<file path="src/rtl/hier_path_pkg.sv">
// Shared definitions for the hierarchy instance-path encoder/decoder pair.
// Latency: n/a (types and constants only).
// Backpressure: n/a.
package hier_path_pkg;

  // Default tree shape, shared with the path encoder.
  localparam int HIER_DEPTH  = 10;
  localparam int HIER_FANOUT = 5;

  // Result code reported with every decoded frame.
  typedef enum logic [1:0] {
    PATH_OK        = 2'd0,
    PATH_ERR_DIGIT = 2'd1,
    PATH_ERR_SHORT = 2'd2,
    PATH_ERR_LONG  = 2'd3
  } path_err_e;

  // Decoder control states.
  typedef enum logic [1:0] {
    ST_IDLE    = 2'd0,
    ST_COLLECT = 2'd1,
    ST_DRAIN   = 2'd2,
    ST_HOLD    = 2'd3
  } path_state_e;

endpackage

</file>
<file path="src/rtl/hier_path_decoder_if.sv">
// Digit-serial path input stream plus decoded result output, both valid/ready.
// Latency: n/a (wiring only).
// Backpressure: in_ready from the decoder, out_ready from the consumer.
interface hier_path_decoder_if #(
  parameter int DIGIT_W = 4,
  parameter int IDX_W   = 24
);
  logic               in_valid;
  logic               in_ready;
  logic [DIGIT_W-1:0] in_digit;
  logic               in_last;
  logic               out_valid;
  logic               out_ready;
  logic [IDX_W-1:0]   out_index;
  logic [1:0]         out_err;

  // Path-stream source and result consumer side.
  modport master (
    output in_valid, in_digit, in_last, out_ready,
    input  in_ready, out_valid, out_index, out_err
  );

  // Decoder side.
  modport slave (
    input  in_valid, in_digit, in_last, out_ready,
    output in_ready, out_valid, out_index, out_err
  );
endinterface

</file>
<file path="src/rtl/hier_path_decoder.sv">
// Decodes a framed root-first digit path into a flat mixed-radix leaf index plus error code.
// Latency: result valid the cycle after the final beat transfers; optional HIER_PATH_DECODER_ERR_CNT_EN adds err_cnt.
// Backpressure: in_ready drops while a result is held; result held stable until out_ready.
module hier_path_decoder
  import hier_path_pkg::*;
#(
  parameter int DEPTH   = HIER_DEPTH,
  parameter int FANOUT  = HIER_FANOUT,
  parameter int DIGIT_W = 4,
  parameter int IDX_W   = 24
) (
  input  logic               clk,
  input  logic               rst,
  hier_path_decoder_if.slave bus
`ifdef HIER_PATH_DECODER_ERR_CNT_EN
  ,
  output logic [15:0]        err_cnt
`endif
);

  // Counter only needs to reach DEPTH; it is never advanced past that.
  localparam int CNT_W = $clog2(DEPTH + 1);

  path_state_e      state_q, state_d;
  logic [IDX_W-1:0] acc_q, acc_d;
  logic [CNT_W-1:0] cnt_q, cnt_d;
  path_err_e        err_q, err_d;
  logic [IDX_W-1:0] index_q, index_d;

  logic             in_ready;
  logic             out_valid;
  logic             beat_fire;
  logic             out_fire;
  logic [IDX_W-1:0] acc_base;
  logic [IDX_W-1:0] acc_next;
  logic             digit_bad;
  logic             at_last_level;
  logic             too_few;

  assign in_ready  = (state_q != ST_HOLD);
  assign out_valid = (state_q == ST_HOLD);
  assign beat_fire = bus.in_valid && in_ready;
  assign out_fire  = out_valid && bus.out_ready;

  // First beat of a frame always starts from an empty accumulator.
  assign acc_base      = (state_q == ST_IDLE) ? '0 : acc_q;
  assign acc_next      = acc_base * IDX_W'(FANOUT) + IDX_W'(bus.in_digit);
  assign digit_bad     = (32'(bus.in_digit) >= FANOUT);
  assign at_last_level = (cnt_q == CNT_W'(DEPTH - 1));
  assign too_few       = ((int'(cnt_q) + 1) < DEPTH);

  // Next-state, accumulator and error latching.
  always_comb begin
    state_d = state_q;
    acc_d   = acc_q;
    cnt_d   = cnt_q;
    err_d   = err_q;
    index_d = index_q;
    case (state_q)
      ST_IDLE, ST_COLLECT: begin
        if (beat_fire) begin
          acc_d = acc_next;
          cnt_d = cnt_q + CNT_W'(1);
          if (digit_bad) begin
            err_d   = PATH_ERR_DIGIT;
            state_d = bus.in_last ? ST_HOLD : ST_DRAIN;
          end else if (at_last_level && !bus.in_last) begin
            err_d   = PATH_ERR_LONG;
            state_d = ST_DRAIN;
          end else if (bus.in_last && too_few) begin
            err_d   = PATH_ERR_SHORT;
            state_d = ST_HOLD;
          end else if (bus.in_last) begin
            err_d   = PATH_OK;
            index_d = acc_next;
            state_d = ST_HOLD;
          end else begin
            state_d = ST_COLLECT;
          end
        end
      end
      ST_DRAIN: begin
        // Discard the remainder of a bad frame; the first error sticks.
        if (beat_fire && bus.in_last) begin
          state_d = ST_HOLD;
        end
      end
      ST_HOLD: begin
        if (out_fire) begin
          state_d = ST_IDLE;
          acc_d   = '0;
          cnt_d   = '0;
          err_d   = PATH_OK;
          index_d = '0;
        end
      end
      default: begin
        state_d = ST_IDLE;
      end
    endcase
  end

  // State and datapath registers.
  always_ff @(posedge clk) begin
    if (rst) begin
      state_q <= ST_IDLE;
      acc_q   <= '0;
      cnt_q   <= '0;
      err_q   <= PATH_OK;
      index_q <= '0;
    end else begin
      state_q <= state_d;
      acc_q   <= acc_d;
      cnt_q   <= cnt_d;
      err_q   <= err_d;
      index_q <= index_d;
    end
  end

  assign bus.in_ready  = in_ready;
  assign bus.out_valid = out_valid;
  assign bus.out_index = index_q;
  assign bus.out_err   = out_valid ? err_q : PATH_OK;

`ifdef HIER_PATH_DECODER_ERR_CNT_EN
  logic [15:0] err_cnt_q, err_cnt_d;

  // Saturating count of errored results taken by the consumer.
  always_comb begin
    err_cnt_d = err_cnt_q;
    if (out_fire && (err_q != PATH_OK) && (err_cnt_q != 16'hFFFF)) begin
      err_cnt_d = err_cnt_q + 16'd1;
    end
  end

  // Error counter register.
  always_ff @(posedge clk) begin
    if (rst) begin
      err_cnt_q <= '0;
    end else begin
      err_cnt_q <= err_cnt_d;
    end
  end

  assign err_cnt = err_cnt_q;
`endif

endmodule

</file>
<file path="src/flat_wrapper.sv">
// flat-port wrapper written by rule: the top's interface ports become plain ports
module hier_path_decoder_flat import hier_path_pkg::*;
#(
  parameter int DEPTH   = HIER_DEPTH,
  parameter int FANOUT  = HIER_FANOUT,
  parameter int DIGIT_W = 4,
  parameter int IDX_W   = 24
)
  (clk, rst, bus_in_valid, bus_in_digit, bus_in_last, bus_out_ready, bus_in_ready, bus_out_valid, bus_out_index, bus_out_err);
  hier_path_decoder_if #(.DIGIT_W(DIGIT_W), .IDX_W(IDX_W)) bus_i ();
  input  logic clk;
  input  logic rst;
  input wire logic [$bits(bus_i.in_valid)-1:0] bus_in_valid;
  input wire logic [$bits(bus_i.in_digit)-1:0] bus_in_digit;
  input wire logic [$bits(bus_i.in_last)-1:0] bus_in_last;
  input wire logic [$bits(bus_i.out_ready)-1:0] bus_out_ready;
  output wire logic [$bits(bus_i.in_ready)-1:0] bus_in_ready;
  output wire logic [$bits(bus_i.out_valid)-1:0] bus_out_valid;
  output wire logic [$bits(bus_i.out_index)-1:0] bus_out_index;
  output wire logic [$bits(bus_i.out_err)-1:0] bus_out_err;
  assign bus_i.in_valid = bus_in_valid;
  assign bus_i.in_digit = bus_in_digit;
  assign bus_i.in_last = bus_in_last;
  assign bus_i.out_ready = bus_out_ready;
  assign bus_in_ready = bus_i.in_ready;
  assign bus_out_valid = bus_i.out_valid;
  assign bus_out_index = bus_i.out_index;
  assign bus_out_err = bus_i.out_err;
  hier_path_decoder #(.DEPTH(DEPTH), .FANOUT(FANOUT), .DIGIT_W(DIGIT_W), .IDX_W(IDX_W)) u_core (.clk(clk), .rst(rst), .bus(bus_i));
endmodule
</file>
<file path="config.mk">
export PLATFORM = sky130hd
export DESIGN_NAME = hier_path_decoder_flat
export DESIGN_NICKNAME = d
export VERILOG_FILES = /design/src/rtl/hier_path_pkg.sv /design/src/rtl/hier_path_decoder_if.sv /design/src/rtl/hier_path_decoder.sv /design/src/flat_wrapper.sv
export SDC_FILE = /design/constraint.sdc
export NUM_CORES = 1
export LEC_CHECK = 0
export ABC_CLOCK_PERIOD_IN_PS = 9050
export CAP_MARGIN = 20
export CORE_AREA = 5 5 103 105
export CTS_BUF_LIST = sky130_fd_sc_hd__clkbuf_8
export DETAILED_ROUTE_END_ITERATION = 7
export DIE_AREA = 0 0 108 110
export GPL_ROUTABILITY_DRIVEN = 0
export GPL_TIMING_DRIVEN = 1
export RECOVER_POWER = 25
export SYNTH_ARGS = -nofsm -noshare
export SYNTH_HDL_FRONTEND = slang
export SYNTH_SLANG_ARGS = --single-unit
</file>
<file path="constraint.sdc">
create_clock -name clk -period 9.05 [get_ports clk]
set_input_delay 0.905 -clock clk [delete_from_list [all_inputs] [get_ports clk]]
set_output_delay 0.905 -clock clk [all_outputs]
set_load 0.005 [all_outputs]
</file>
==> results of run 1 <==
worst reg2reg max path, delay by kind of cell, from the launching register on:
kind                       cells  cell delay, ps
adders and majority gates      3            1020
buffers and inverters          2             300
AOI/OAI and AO/OA              4            1340
DFF                            1             570
and+or+nand+nor                4             650
stage by stage:
stage | std cells | instance area, µm² | util | total power, µW | hold WS (ps)
finish | 656 | 4730 | 0.495 | 522 | 458
global route | 656 | 4730 | 0.495 | 549 | 485
CTS | 656 | 4730 | 0.495 | 528 | 459
detailed placement | 648 | 4630 | 0.485 | 378 | 443
global placement | 648 | 4630 | 0.485 | 377 | 433
floorplan | 498 | 4230 | - | 342 | 417
cell families after synthesis:
group	Yosys count	synth area share
and+or+nand+nor	184	0.225
xor gates and xnor gates	20	0.0414
DFF	56	0.265
adders and majority gates	69	0.208
AOI/OAI and AO/OA	138	0.219
buffers and inverters	31	0.0417
synthesized netlist by cell type, drive strengths merged, types with 8 or more instances:
library cell | instances | area [µm²]
clkbuf | 17 | 104
a21oi | 50 | 250
o21ai | 22 | 114
inv | 8 | 30.0
o21a | 9 | 67.6
nand2 | 40 | 158
xnor2 | 11 | 96.3
xor2 | 9 | 78.8
dfxtp | 56 | 1120
nand2b | 8 | 50.1
nor2b | 27 | 169
nand3 | 11 | 55.1
nor3 | 10 | 50.1
ha | 67 | 838
nand3b | 12 | 90.1
a22oi | 8 | 60.1
nor2 | 51 | 199
placed cells by master, fill, tap and decap left out, drive strengths merged, types with 6 or more instances in the layout:
cell and instances:
nand2b 8, xor2 9, nand2 40, o22a 7, xnor2 11, nor3 10, a21oi 50, nor2 51
dlygate4sd3 21, nand3b 12, nand3 11, a21o 7, inv 9, ha 67, o211ai 6, nor2b 27
o21a 9, clkdlybuf4s50 14, dfxtp 56, nand4 6, a22oi 8, o21ai 22
final cells by class:
class | instances | area share
Inverter | 8 | 0.00635
Sequential cell | 56 | 0.237
Multi-Input combinational cell | 411 | 0.620
Timing Repair Buffer | 40 | 0.0815
Tap cell | 133 | 0.0352
Clock inverter | 3 | 0.00582
Clock buffer | 5 | 0.0145
state kept, by name, indices dropped and copies added, names as in the netlist:
name	count
u_core.acc_q	24
u_core.bus.out_index	24
u_core.cnt_q	4
u_core.err_q	2
u_core.state_q	2
layer usage:
| layer | part of all wire | up-vias | track usage |
|---|---|---|---|
| met3 | 0.048 | 12 | 0.0326 |
| li1 | - | 1865 | - |
| met5 | 0 | - | 0 |
| met4 | 0.016 | 0 | 0.0442 |
| met1 | 0.47 | 1747 | 0.253 |
| met2 | 0.46 | 79 | 0.322 |
path summary, 6_finish.rpt:
| path | from | endpoint | slack, ps | cells past startpoint |
|---|---|---|---|---|
| worst max register to register | u_core.state_q[1] | u_core.bus.out_index[11] | 5040 | 13 |
| worst max-delay path | u_core.state_q[1] | u_core.bus.out_index[11] | 5040 | 13 |
| worst min register to register | u_core.acc_q[6] | u_core.acc_q[6] | 460 | 2 |
| worst min-delay path | u_core.acc_q[6] | u_core.acc_q[6] | 460 | 2 |
power breakdown:
| part | internal, µW | total [µW] | switching, µW |
|---|---|---|---|
| Clock | 57.1 | 151 | 94.0 |
| Sequential | 257 | 265 | 7.25 |
| Combinational | 43.1 | 106 | 63.1 |
| Total | 358 | 522 | 164 |
==> impl_results.md, run 1 <==
* Hold crit path type: register to register
* Tcrit/Tclk final at 0.443
* Vias at 3,703
* Latest clock arrival within the worst-skew pair at approximately 330 ps
* Vias in the first global route at between 3,000 and 4,000
* Initial core utilization at 0.443
* H-Tree Depth at 2
* Setup TNS at 0 ps
* CP Cell Sequence: nor2_1 > buf_4 > nor2b_1 > ha_1 > ha_1 > inv_1 > fa_1 > nand2b_1 > a21oi_1 > nor2_1 > o21a_1 > a311oi_1 > o21ai_0
* CP top delay family: compound AO/OA/AOI/OAI gates
* Count of buffers from port buffering at 36
* Worst-Margin Slew at 722 ps
* Clock skew at around 9 ps
* Setup CP Type: register to register
* Largest net degree at the start of global routing at 58
* Total grt overflow at 0
* DPL Wire Length at slightly above 8 mm
* Fillers at 970
* Setup WS post-layout at just over 5000 ps
* Root Driver: clkbuf_8
* Worst path required time at a little over 9000 ps
* Via density at 5.64
* Hold Violations, Final at 0
* CP startpoint kind: register
* Cells resized by post-CTS repair at 0
* Status: finished clean
* Register area at approximately 1100 µm²
* Ys async rst share at 0
* Post-synth EDFFs at 0
* Post-Place Worst Slack at a little over 5000 ps
* CP peak stage delay at 620 ps
* Most used DFF post-synth: dfxtp_1
* RSZ-0062 raised after global routing: false
* Clk buf depth at 2
* Initial antenna violation count at 0
* CTS tree: built
* WL/cell at 16.6 µm
* Sink Count at 56
* I/O pin total at 37
* Postcts setup bufs at 0
* Cell Area, Synth at 4230 µm²
* DRC at 0
* LEAKAGE at about 0.0022 µW
* Power Density at 110 nW/µm²
* GRT Total Usage at 0.190
* Post-Syn Instances at 498
* Minimum clock period at between 4000 and 5000 ps
* Register area share after synthesis at 0.265
* Area of the multi-input gates at approximately 2900 µm²
* Post-synthesis net count at 576
* Hold bufs inserted after CTS at 0
* Die X at 108 µm
* Final Setup Violations at 0
* Worst Setup End Kind: register
* Global-route wire length before repair at 18.0 mm
* Final ANT Viol Nets at 0
* Router iterations before antenna repair at 5
* Core Box Area at between 9000 and 10,000 µm²
* Crit-path max FO at 24
* Max-cap violation count at 0
* Worst Path Buf+Inv at 2
* Worst-path clk slew at roughly 110 ps
* Synthesis-stage register bit count at 56
* Area Growth Syn to Fin at 11.9%
* WL final at 10.9 mm
* Share of layout cells above drive strength 1 at 0.0574
* Num rows at 36
* Ant diodes at 0
* Worst EP arrival at 4200 ps
* Number of nets in the layout at 600
* Synth Area per Inst at between 8 and 9 µm²
* Initial drt markers at 207
* Peak supply drop at 75.7 µV
* Max-slew headroom at 0.517
* CP max-delay cell: a311oi_1
* Yosys warning count at 0
* FMAX at 249 MHz
* Slew Limit Fails at 0
* Die H at around 110 µm
* Die area at between 10,000 and 15,000 µm²
* Post-synth cell types at a little under 60
* Clock buffers created by TritonCTS at 5
No activity file was read; power rests on OpenSTA's default activity.
==> inputs of run 2 (changes only) <==
--- a/config.mk
+++ b/config.mk
@@ -5,7 +5,7 @@
 export SDC_FILE = /design/constraint.sdc
 export NUM_CORES = 1
 export LEC_CHECK = 0
-export ABC_CLOCK_PERIOD_IN_PS = 9050
+export ABC_CLOCK_PERIOD_IN_PS = 3200
 export CAP_MARGIN = 20
 export CORE_AREA = 5 5 103 105
 export CTS_BUF_LIST = sky130_fd_sc_hd__clkbuf_8
@@ -13,6 +13,7 @@
 export DIE_AREA = 0 0 108 110
 export GPL_ROUTABILITY_DRIVEN = 0
 export GPL_TIMING_DRIVEN = 1
+export PLACE_DENSITY = 0.67
 export RECOVER_POWER = 25
 export SYNTH_ARGS = -nofsm -noshare
 export SYNTH_HDL_FRONTEND = slang
==> constraint.sdc (replaced) <==
create_clock -name clk -period 3.2 [get_ports clk]
set_input_delay 0.32 -clock clk [delete_from_list [all_inputs] [get_ports clk]]
set_output_delay 0.32 -clock clk [all_outputs]
set_load 0.005 [all_outputs]
==> impl_results.md, run 2 (synthesis gave the netlist of run 1 again) <==
* Worst-Margin Slew at 990 ps (was 722 ps)
* Fillers at 810 (was 970)
* FMAX at 315 MHz (was 249 MHz)
* Setup TNS at 0 ps (unchanged)
* Crit-path max FO at 7 (was 24)
* Global-route wire length before repair at 18.7 mm (was 18.0 mm)
* Peak supply drop at 342 µV (was 75.7 µV)
* Worst-path clk slew at 100 ps (was 110 ps)
* Final core utilization at 0.611 (was 0.495)
* Finished Layout Cells at 713 (was 656)
* Via density at 5.58 (was 5.64)
* Fin area at 5830 µm² (was 4730 µm²)
* Die H at 110 µm (unchanged)
* Root Driver: clkbuf_8 (unchanged)
* Worst path required time at 3420 ps (was 9240 ps)
* Final ANT Viol Nets at 0 (unchanged)
* Num rows at 36 (unchanged)
* Post-Place Worst Slack at -176 ps (was 5030 ps)
* Ant diodes at 0 (unchanged)
* Sink Count at 56 (unchanged)
* Status: finished clean (unchanged)
* Worst EP arrival at 3400 ps (was 4200 ps)
* Final Setup Violations at 0 (unchanged)
* Vias at 3,976 (was 3,703)
* WL/cell at 17.2 µm (was 16.6 µm)
* Reg-to-reg setup timing slack at 20 ps (was 5040 ps)
* Initial core utilization at 0.443 (unchanged)
* DRC at 0 (unchanged)
* Post-DP Area at 5010 µm² (was 4630 µm²)
* Setup WS post-layout at 20.4 ps (was 5040 ps)
* Count of buffers from port buffering at 36 (unchanged)
* Router iterations before antenna repair at 4 (was 5)
* Total grt overflow at 0 (unchanged)
* CTS tree: built (unchanged)
* Placed insts at 696 (was 648)
* Commonest non-fill, non-tap cells in the layout: 55 x buf_4, 54 x dfxtp_1, 44 x a21oi_1, 44 x nor2_1, 43 x ha_1 (was 67 x ha_1, 56 x dfxtp_1, 50 x a21oi_1)
* Most common cell after layout, fill and taps aside: buf_4 (was ha_1)
* Vias in the first global route at 3,923 (was 3,621)
* RSZ-0062 raised after global routing: true (was false)
* DPL Wire Length at 8.56 mm (was 8.18 mm)
* Worst Setup End Kind: register (unchanged)
* Clock skew at 5.87 ps (was 9.24 ps)
* Hold Violations, Final at 0 (unchanged)
* Number of nets in the layout at 657 (was 600)
* Latest clock arrival within the worst-skew pair at 310 ps (was 330 ps)
* GRT Total Usage at 0.195 (was 0.190)
* Share of layout cells above drive strength 1 at 0.286 (was 0.0574)
* Largest net degree at the start of global routing at 58 (unchanged)
* Initial antenna violation count at 0 (unchanged)
* Core Box Area at 9550 µm² (unchanged)
* Minimum clock period at 3180 ps (was 4010 ps)
* Power Density at 277 nW/µm² (was 110 nW/µm²)
* Area Growth Syn to Fin at 37.9% (was 11.9%)
* Die X at 108 µm (unchanged)
* LEAKAGE at 0.00250 µW (was 0.00219 µW)
* Max-cap violation count at 0 (unchanged)
* I/O pin total at 37 (unchanged)
* Setup CP Type: register to register (unchanged)
* Hold crit path type: register to register (unchanged)
* Die area at 11,900 µm² (unchanged)
* H-Tree Depth at 2 (unchanged)
* CP startpoint kind: register (unchanged)
* Tcrit/Tclk final at 0.994 (was 0.443)
* Clk buf depth at 2 (unchanged)
* Slew Limit Fails at 0 (unchanged)
* WL final at 12.3 mm (was 10.9 mm)
* Initial drt markers at 231 (was 207)
* Max-slew headroom at 0.340 (was 0.517)
* Clock buffers created by TritonCTS at 5 (unchanged)
==> run 2: changes by cell type in the layout (fill, tap and decap cells not counted), moves of 5 or more <==
cell,previous run,this run
buf_4,4,55
ha_1,67,43
ha_4,0,23
nor2b_1,27,7
nor2b_2,0,10
nor2b_4,0,10
o21ai_0,19,11
a21oi_1,50,44
a21oi_2,0,5
clkdlybuf4s50_1,14,19
dlygate4sd3_1,21,16
==> run 2: report_power, final <==
| part | switching, µW | total, µW | internal, µW | leakage [µW] |
|---|---|---|---|---|
| Clock | 245 | 399 | 153 | 0.0000455 |
| Combinational | 239 | 468 | 229 | 0.00199 |
| Sequential | 18.9 | 747 | 728 | 0.000456 |
==> run 2: layer usage <==
metal / part of all wire / track usage / vias up / routed length [µm]
li1: - / - / 1981 / -
met1: 0.43 / 0.246 / 1897 / 5300
met2: 0.51 / 0.345 / 81 / 6230
met3: 0.040 / 0.0256 / 17 / 487
met4: 0.019 / 0.0613 / 0 / 237
met5: 0 / 0 / - / 0
==> run 2: cell type report <==
cell class	instances	area, µm²	area share
Clock buffer	5	68.8	0.0118
Sequential cell	56	1120	0.193
Multi-Input combinational cell	411	3540	0.607
Clock inverter	3	20.0	0.00343
Inverter	8	30.0	0.00515
Timing Repair Buffer	97	881	0.151
Tap cell	133	166	0.0285
==> run 2: critical path: stages (launching register included) <==
cell     delay [ps]
dfxtp_2         350
nor2_4          120
buf_12          150
buf_12          130
nor2b_2          50
buf_4           130
ha_1            270
ha_1            330
ha_4            310
a21oi_1          80
o21ai_0         250
nor2_1           80
a21o_1          220
o31a_1          290
xnor2_1         140
a22o_1          190
==> run 2: stage by stage <==
stage               power [µW]  hold WS, ps
finish                    1610          456
global route              1700          483
CTS                       1530          459
detailed placement        1100          441
global placement          1090          433
floorplan                  969          417
==> run 2: final timing paths <==
path,start,endpoint,cells past startpoint
max,u_core.state_q[1],u_core.acc_q[20],15
min,u_core.bus.out_index[9],u_core.bus.out_index[9],2
max reg2reg,u_core.state_q[1],u_core.acc_q[20],15
min reg2reg,u_core.bus.out_index[9],u_core.bus.out_index[9],2
==> run 2: timing repair <==
item,CTS,global route
pin swaps,13,36
setup endpoints to repair,29,33
buffers inserted,2,5
gates resized for setup,25,85
cloned,0,3
hold buffers,0,0
==> inputs of run 3 (changes only) <==
--- a/config.mk
+++ b/config.mk
@@ -12,7 +12,7 @@
 export DETAILED_ROUTE_END_ITERATION = 7
 export DIE_AREA = 0 0 108 110
 export GPL_ROUTABILITY_DRIVEN = 0
-export GPL_TIMING_DRIVEN = 1
+export GPL_TIMING_DRIVEN = 0
 export PLACE_DENSITY = 0.67
 export RECOVER_POWER = 25
 export SYNTH_ARGS = -nofsm -noshare
==> impl_results.md, run 3 (synthesis gave the netlist of run 1 again) <==
* Status: finished, violations left (was finished clean)
* Failing checks: negative setup slack
* Commonest non-fill, non-tap cells in the layout: 54 x dfxtp_1, 43 x nor2_1, 38 x a21oi_1 (was 55 x buf_4, 54 x dfxtp_1, 44 x a21oi_1, 44 x nor2_1, 43 x ha_1)
* Crit-path max FO at 5 (was 7)
* Slew Limit Fails at 0 (unchanged)
* Setup CP Type: register to register (unchanged)
* Total grt overflow at 0 (unchanged)
* Worst path most repeated cell: ha_1
* Global-route wire length before repair at 19.9 mm (was 18.7 mm)
* Die H at 110 µm (unchanged)
* Worst-path clk slew at 110 ps (was 100 ps)
* Share of layout cells above drive strength 1 at 0.306 (was 0.286)
* Setup WS post-layout at -43.8 ps (was 20.4 ps)
* Hold crit path type: register to register (unchanged)
* Root Driver: clkbuf_8 (unchanged)
* Clock buffers created by TritonCTS at 5 (unchanged)
* Crit. Startpoint: u_core.state_q[1] (unchanged)
* Reg-to-reg setup timing slack at -40 ps (was 20 ps)
* CP startpoint kind: register (unchanged)
* Clock skew at 6.37 ps (was 5.87 ps)
* Worst-Margin Slew at 805 ps (was 990 ps)
* Most common cell after layout, fill and taps aside: dfxtp_1 (was buf_4)
* Max-cap violation count at 0 (unchanged)
* Num rows at 36 (unchanged)
* Reg-to-reg critical path endpoint: u_core.acc_q[21] (was u_core.acc_q[20])
* Worst Setup End Kind: register (unchanged)
* LEAKAGE at 0.00244 µW (was 0.00250 µW)
* Final ANT Viol Nets at 0 (unchanged)
* FMAX at 308 MHz (was 315 MHz)
* DPL Wire Length at 8.80 mm (was 8.56 mm)
* Beginning of the worst hold path: u_core.err_q[0] (was u_core.bus.out_index[9])
* Initial drt markers at 187 (was 231)
* Hold Path Cell Cnt at 2 (unchanged)
* CP peak stage delay at 370 ps (was 350 ps)
* Hold slack at 462 ps (was 456 ps)
* Power Density at 276 nW/µm² (was 277 nW/µm²)
* Area Growth Syn to Fin at 41.8% (was 37.9%)
* Hold Violations, Final at 0 (unchanged)
* Peak supply drop at 293 µV (was 342 µV)
* Largest net degree at the start of global routing at 20 (was 58)
* Die area at 11,900 µm² (unchanged)
* Vias at 4,050 (was 3,976)
* RSZ-0062 raised after global routing: true (unchanged)
* Router iterations before antenna repair at 4 (unchanged)
* Minimum clock period at 3240 ps (was 3180 ps)
* Post-Place Worst Slack at -636 ps (was -176 ps)
* CP Cell Sequence: nor2_4 > buf_4 > clkbuf_8 > nor2b_2 > ha_1 > ha_1 > ha_1 > buf_6 > buf_4 > nand2_1 > o21ai_1 > a21oi_1 > nor2_1 > a211oi_2 > xnor2_1 > a22o_1 (was nor2_4 > buf_12 > buf_12 > nor2b_2 > buf_4 > ha_1 > ha_1 > ha_4 > a21oi_1 > o21ai_0 > nor2_1 > a21o_1 > o31a_1 > xnor2_1 > a22o_1)
* Initial core utilization at 0.443 (unchanged)
* Max-slew headroom at 0.463 (was 0.340)
* Sink Count at 56 (unchanged)
* Tcrit/Tclk final at 1.01 (was 0.994)
* Number of nets in the layout at 652 (was 657)
* Vias in the first global route at 4,101 (was 3,923)
* Total power at 1660 µW (was 1610 µW)
* Latest clock arrival within the worst-skew pair at 310 ps (about the same)
* WL final at 12.7 mm (was 12.3 mm)
* CP max-delay cell: dfxtp_4 (was dfxtp_2)
* Core Box Area at 9550 µm² (unchanged)
* Final Setup Violations at 3 (was 0)
* GRT Total Usage at 0.208 (was 0.195)
* Worst EP arrival at 3460 ps (was 3400 ps)
* Count of buffers from port buffering at 36 (unchanged)
* CTS tree: built (unchanged)
* Via density at 5.72 (was 5.58)
* I/O pin total at 37 (unchanged)
* Initial antenna violation count at 0 (unchanged)
* WL/cell at 17.9 µm (was 17.2 µm)
* Hold Path Sink: u_core.err_q[0] (was u_core.bus.out_index[9])
* Die X at 108 µm (unchanged)
* Worst reg2reg path depth at 16 (was 15)
* Ant diodes at 0 (unchanged)
* Reg2reg start: u_core.state_q[1] (unchanged)
* Clk buf depth at 2 (unchanged)
* Worst path required time at 3410 ps (was 3420 ps)
* H-Tree Depth at 2 (unchanged)
* DRC at 0 (unchanged)
==> run 3: how the worst max path moves through the flow <==
| stage | endpoint | slack (ps) | cells past startpoint |
|---|---|---|---|
| after floorplan | u_core.acc_q[20] | 5 | 13 |
| after global placement | u_core.bus.out_index[11] | -600 | 12 |
| after detailed placement | u_core.bus.out_index[14] | -640 | 13 |
| after CTS | u_core.acc_q[20] | -110 | 14 |
| after global routing | u_core.bus.out_index[23] | -180 | 16 |
| final | u_core.acc_q[21] | -40 | 16 |
==> run 3: report_power, final <==
part,internal (µW),switching [µW]
clock network,161,251
registers,728,19.9
logic,245,250
total,1130,521
==> run 3: timing repair <==
action | in CTS | in global routing
hold buffers | 0 | 0
cloned | 2 | 0
gates resized for setup | 89 | 77
pin swaps | 25 | 53
endpoints found under the setup margin | 38 | 32
buffers inserted | 15 | 19
endpoints found under the hold margin | 0 | 0
==> run 3: final cells by class <==
type	instances	area, µm²
fill	788	3550
inverter	8	30.0
clock buffer	5	68.8
multi-input combinational	411	3730
timing repair buffer	69	656
tap	133	166
buffer	23	188
sequential	56	1130
clock inverter	3	27.5
==> run 3: layer usage <==
layer,vias to the layer above,part of all wire,track usage
li1,1962,-,-
met1,1961,0.43,0.262
met2,107,0.51,0.368
met3,20,0.040,0.0344
met4,0,0.018,0.0577
met5,-,0,0
==> run 3: critical path, delay by kind of cell, from the launching register on <==
kind            cells  cell delay, ps
simple gates        4             360
flops               1             370
fa+ha+maj           3             890
compound gates      4             770
xor+xnor            1             130
buf+inv             4             610
==> run 3: stage by stage <==
stage | instances | instance area, µm² | TNS (ps) | util
after floorplan | 498 | 4240 | 0 | -
after global placement | 667 | 4760 | -13380 | 0.499
final | 708 | 6000 | -69.5 | 0.628
after detailed placement | 667 | 4760 | -15310 | 0.499
after CTS | 692 | 5440 | -255 | 0.570
after global routing | 708 | 6000 | -2020 | 0.628
==> RTL change, RTL diff (config.mk and constraints of run 3) <==
`DIGIT_W` is set to 4 in 3 places; all go to 6.
--- a/src/rtl/hier_path_decoder_if.sv
+++ b/src/rtl/hier_path_decoder_if.sv
@@ -2,7 +2,7 @@
 // Latency: n/a (wiring only).
 // Backpressure: in_ready from the decoder, out_ready from the consumer.
 interface hier_path_decoder_if #(
-  parameter int DIGIT_W = 4,
+  parameter int DIGIT_W = 6,
   parameter int IDX_W   = 24
 );
   logic               in_valid;
--- a/src/rtl/hier_path_decoder.sv
+++ b/src/rtl/hier_path_decoder.sv
@@ -6,7 +6,7 @@
 #(
   parameter int DEPTH   = HIER_DEPTH,
   parameter int FANOUT  = HIER_FANOUT,
-  parameter int DIGIT_W = 4,
+  parameter int DIGIT_W = 6,
   parameter int IDX_W   = 24
 ) (
   input  logic               clk,
--- a/src/flat_wrapper.sv
+++ b/src/flat_wrapper.sv
@@ -3,7 +3,7 @@
 #(
   parameter int DEPTH   = HIER_DEPTH,
   parameter int FANOUT  = HIER_FANOUT,
-  parameter int DIGIT_W = 4,
+  parameter int DIGIT_W = 6,
   parameter int IDX_W   = 24
 )
   (clk, rst, bus_in_valid, bus_in_digit, bus_in_last, bus_out_ready, bus_in_ready, bus_out_valid, bus_out_index, bus_out_err);
Ports: changed (resized bus_in_digit); port bits go from 37 to 39. No check against the original RTL was run, so the function may have changed too.
==> RTL change against run 3 <==
  * Worst setup slack worse by 22 ps
  * Largest power group unchanged
  * Routed wire length down 5.2%
  * The run still ends with setup timing left
  * Via count down 4.9%
  * Hold slack worse by 18 ps
  * Final area down 2.4%
  * Power down 1.9%
  * Maximum frequency down 0.69%
  * Sequential power down 0.7%
  * Sequential cell count unchanged
  * Synthesized area down 1.4%
  * Non-clock buffer count down 10
==> RTL change: results (changes against run 3) <==
synth top area cells=dfxtp_1 27%, ha_1 19%, a21oi_1 5.6%, nand2_1 4.1%, and2_1 3.5%; Hold Crit Start=u_core.bus.out_index[23]; count of plain and timing-repair buffers=82 (-11%); R2R cell count=15 (-1); GRT Total Usage=19.8% (-0.98 points); placed cell areas=4850 µm² (+1.8%); invs w/o clock=18 (+10); CP Max Fanout=10 (+5); post-synth cell types=61 (+3.4%); final setup margin=-66.2 ps (-22.4 ps); Multi-In Gates=394 (-4.1%); vias in the first global route=3811 (-7.1%); Nets=634 (-2.8%); NonClk Buf Share=12.7% (-1.4 points); Pleak=2.44 nW (about the same); outcome=finished with violations; Vias=3853 (-4.9%); Seq Cell Count=56 (unchanged); worst path arrival time=3470 ps (about the same); layout cells sized above 1=30.3% (-0.32 points); setup violators final=12 (+9); Mapped Avg Cell Area=8.52 µm² (+0.36%); post-synthesis cell count=489 (-1.8%); Synthesized Nets=566 (-1.7%); Peak VDD IR=0.242 mV (-18%); failing checks=setup timing; pin count of the biggest net entering global routing=18 (-10%); Worst Tran Pin Value=612 ps (-193 ps); clk_skew=6.25 ps (-0.116 ps); Multi-input gate area=3640 µm² (-2.6%); Post-Layout Cell Count=691 (-2.4%); final instance area=5850 µm² (-2.4%); Place WS=-480 ps (+156 ps); crit path from=u_core.state_q[0]; synth cell count leaders=62 x ha_1, 56 x dfxtp_1, 47 x a21oi_1; Inst Count DP=660 (-1.0%); IO Port Bufs=38 (+5.6%); worst setup path end=u_core.bus.out_index[22]; post-synthesis sequential area ratio=26.9% (+0.39 points); post-DP HPWL=8710 µm (-1.0%)
## RTL change: routing by layer
layer | global-route usage [%] | routed length (µm)
met5 | 0 | 0
met4 | 3.43 | 161
met3 | 2.39 | 491
met2 | 34.9 | 6100
met1 | 26.4 | 5260
## RTL change: where the power goes
part	internal, mW	switching, mW
sequential	0.722	0.0214
combinational	0.190	0.222
clock	0.232	0.236
total	1.14	0.479
## RTL change: timing repair
| action | in CTS | in global routing |
|---|---|---|
| endpoints found under the setup margin | 36 | 32 |
| pin swaps | 38 | 36 |
| resized for setup | 79 | 56 |
| buffers inserted | 18 | 9 |
## RTL change: logic make-up (layout without fill, tap and decap cells)
logic type               Yosys count  after routing  synth area share, %
XOR/XNOR                          25             25                 5.25
AO/OA/AOI/OAI                    136            136                 21.8
flip-flops                        56             56                 26.9
adder cells (fa/ha/maj)           66             66                 20.5
buffers and inverters             39            108                 4.47
AND/OR/NAND/NOR                  166            166                 20.8
multiplexers                       1              1                0.240
## RTL change: worst min path at each step
stage | to
finish | u_core.bus.out_index[23]
global route | u_core.acc_q[22]
CTS | u_core.bus.out_index[23]
detailed placement | u_core.acc_q[16]
global placement | u_core.acc_q[16]
floorplan | u_core.acc_q[16]
## RTL change: tightest hold or removal path, delay by kind of cell (launching register included)
| family | cells | cell delay (ps) |
|---|---|---|
| AO/OA/AOI/OAI | 1 | 50 |
| flip-flops | 1 | 320 |
| AND/OR/NAND/NOR | 1 | 50 |
## RTL change: through the flow
stage	TNS (ps)	hold slack, ps
global route	-2420	470
global placement	-7610	429
floorplan	-58.7	417
finish	-257	443
CTS	-462	452
detailed placement	-8500	440
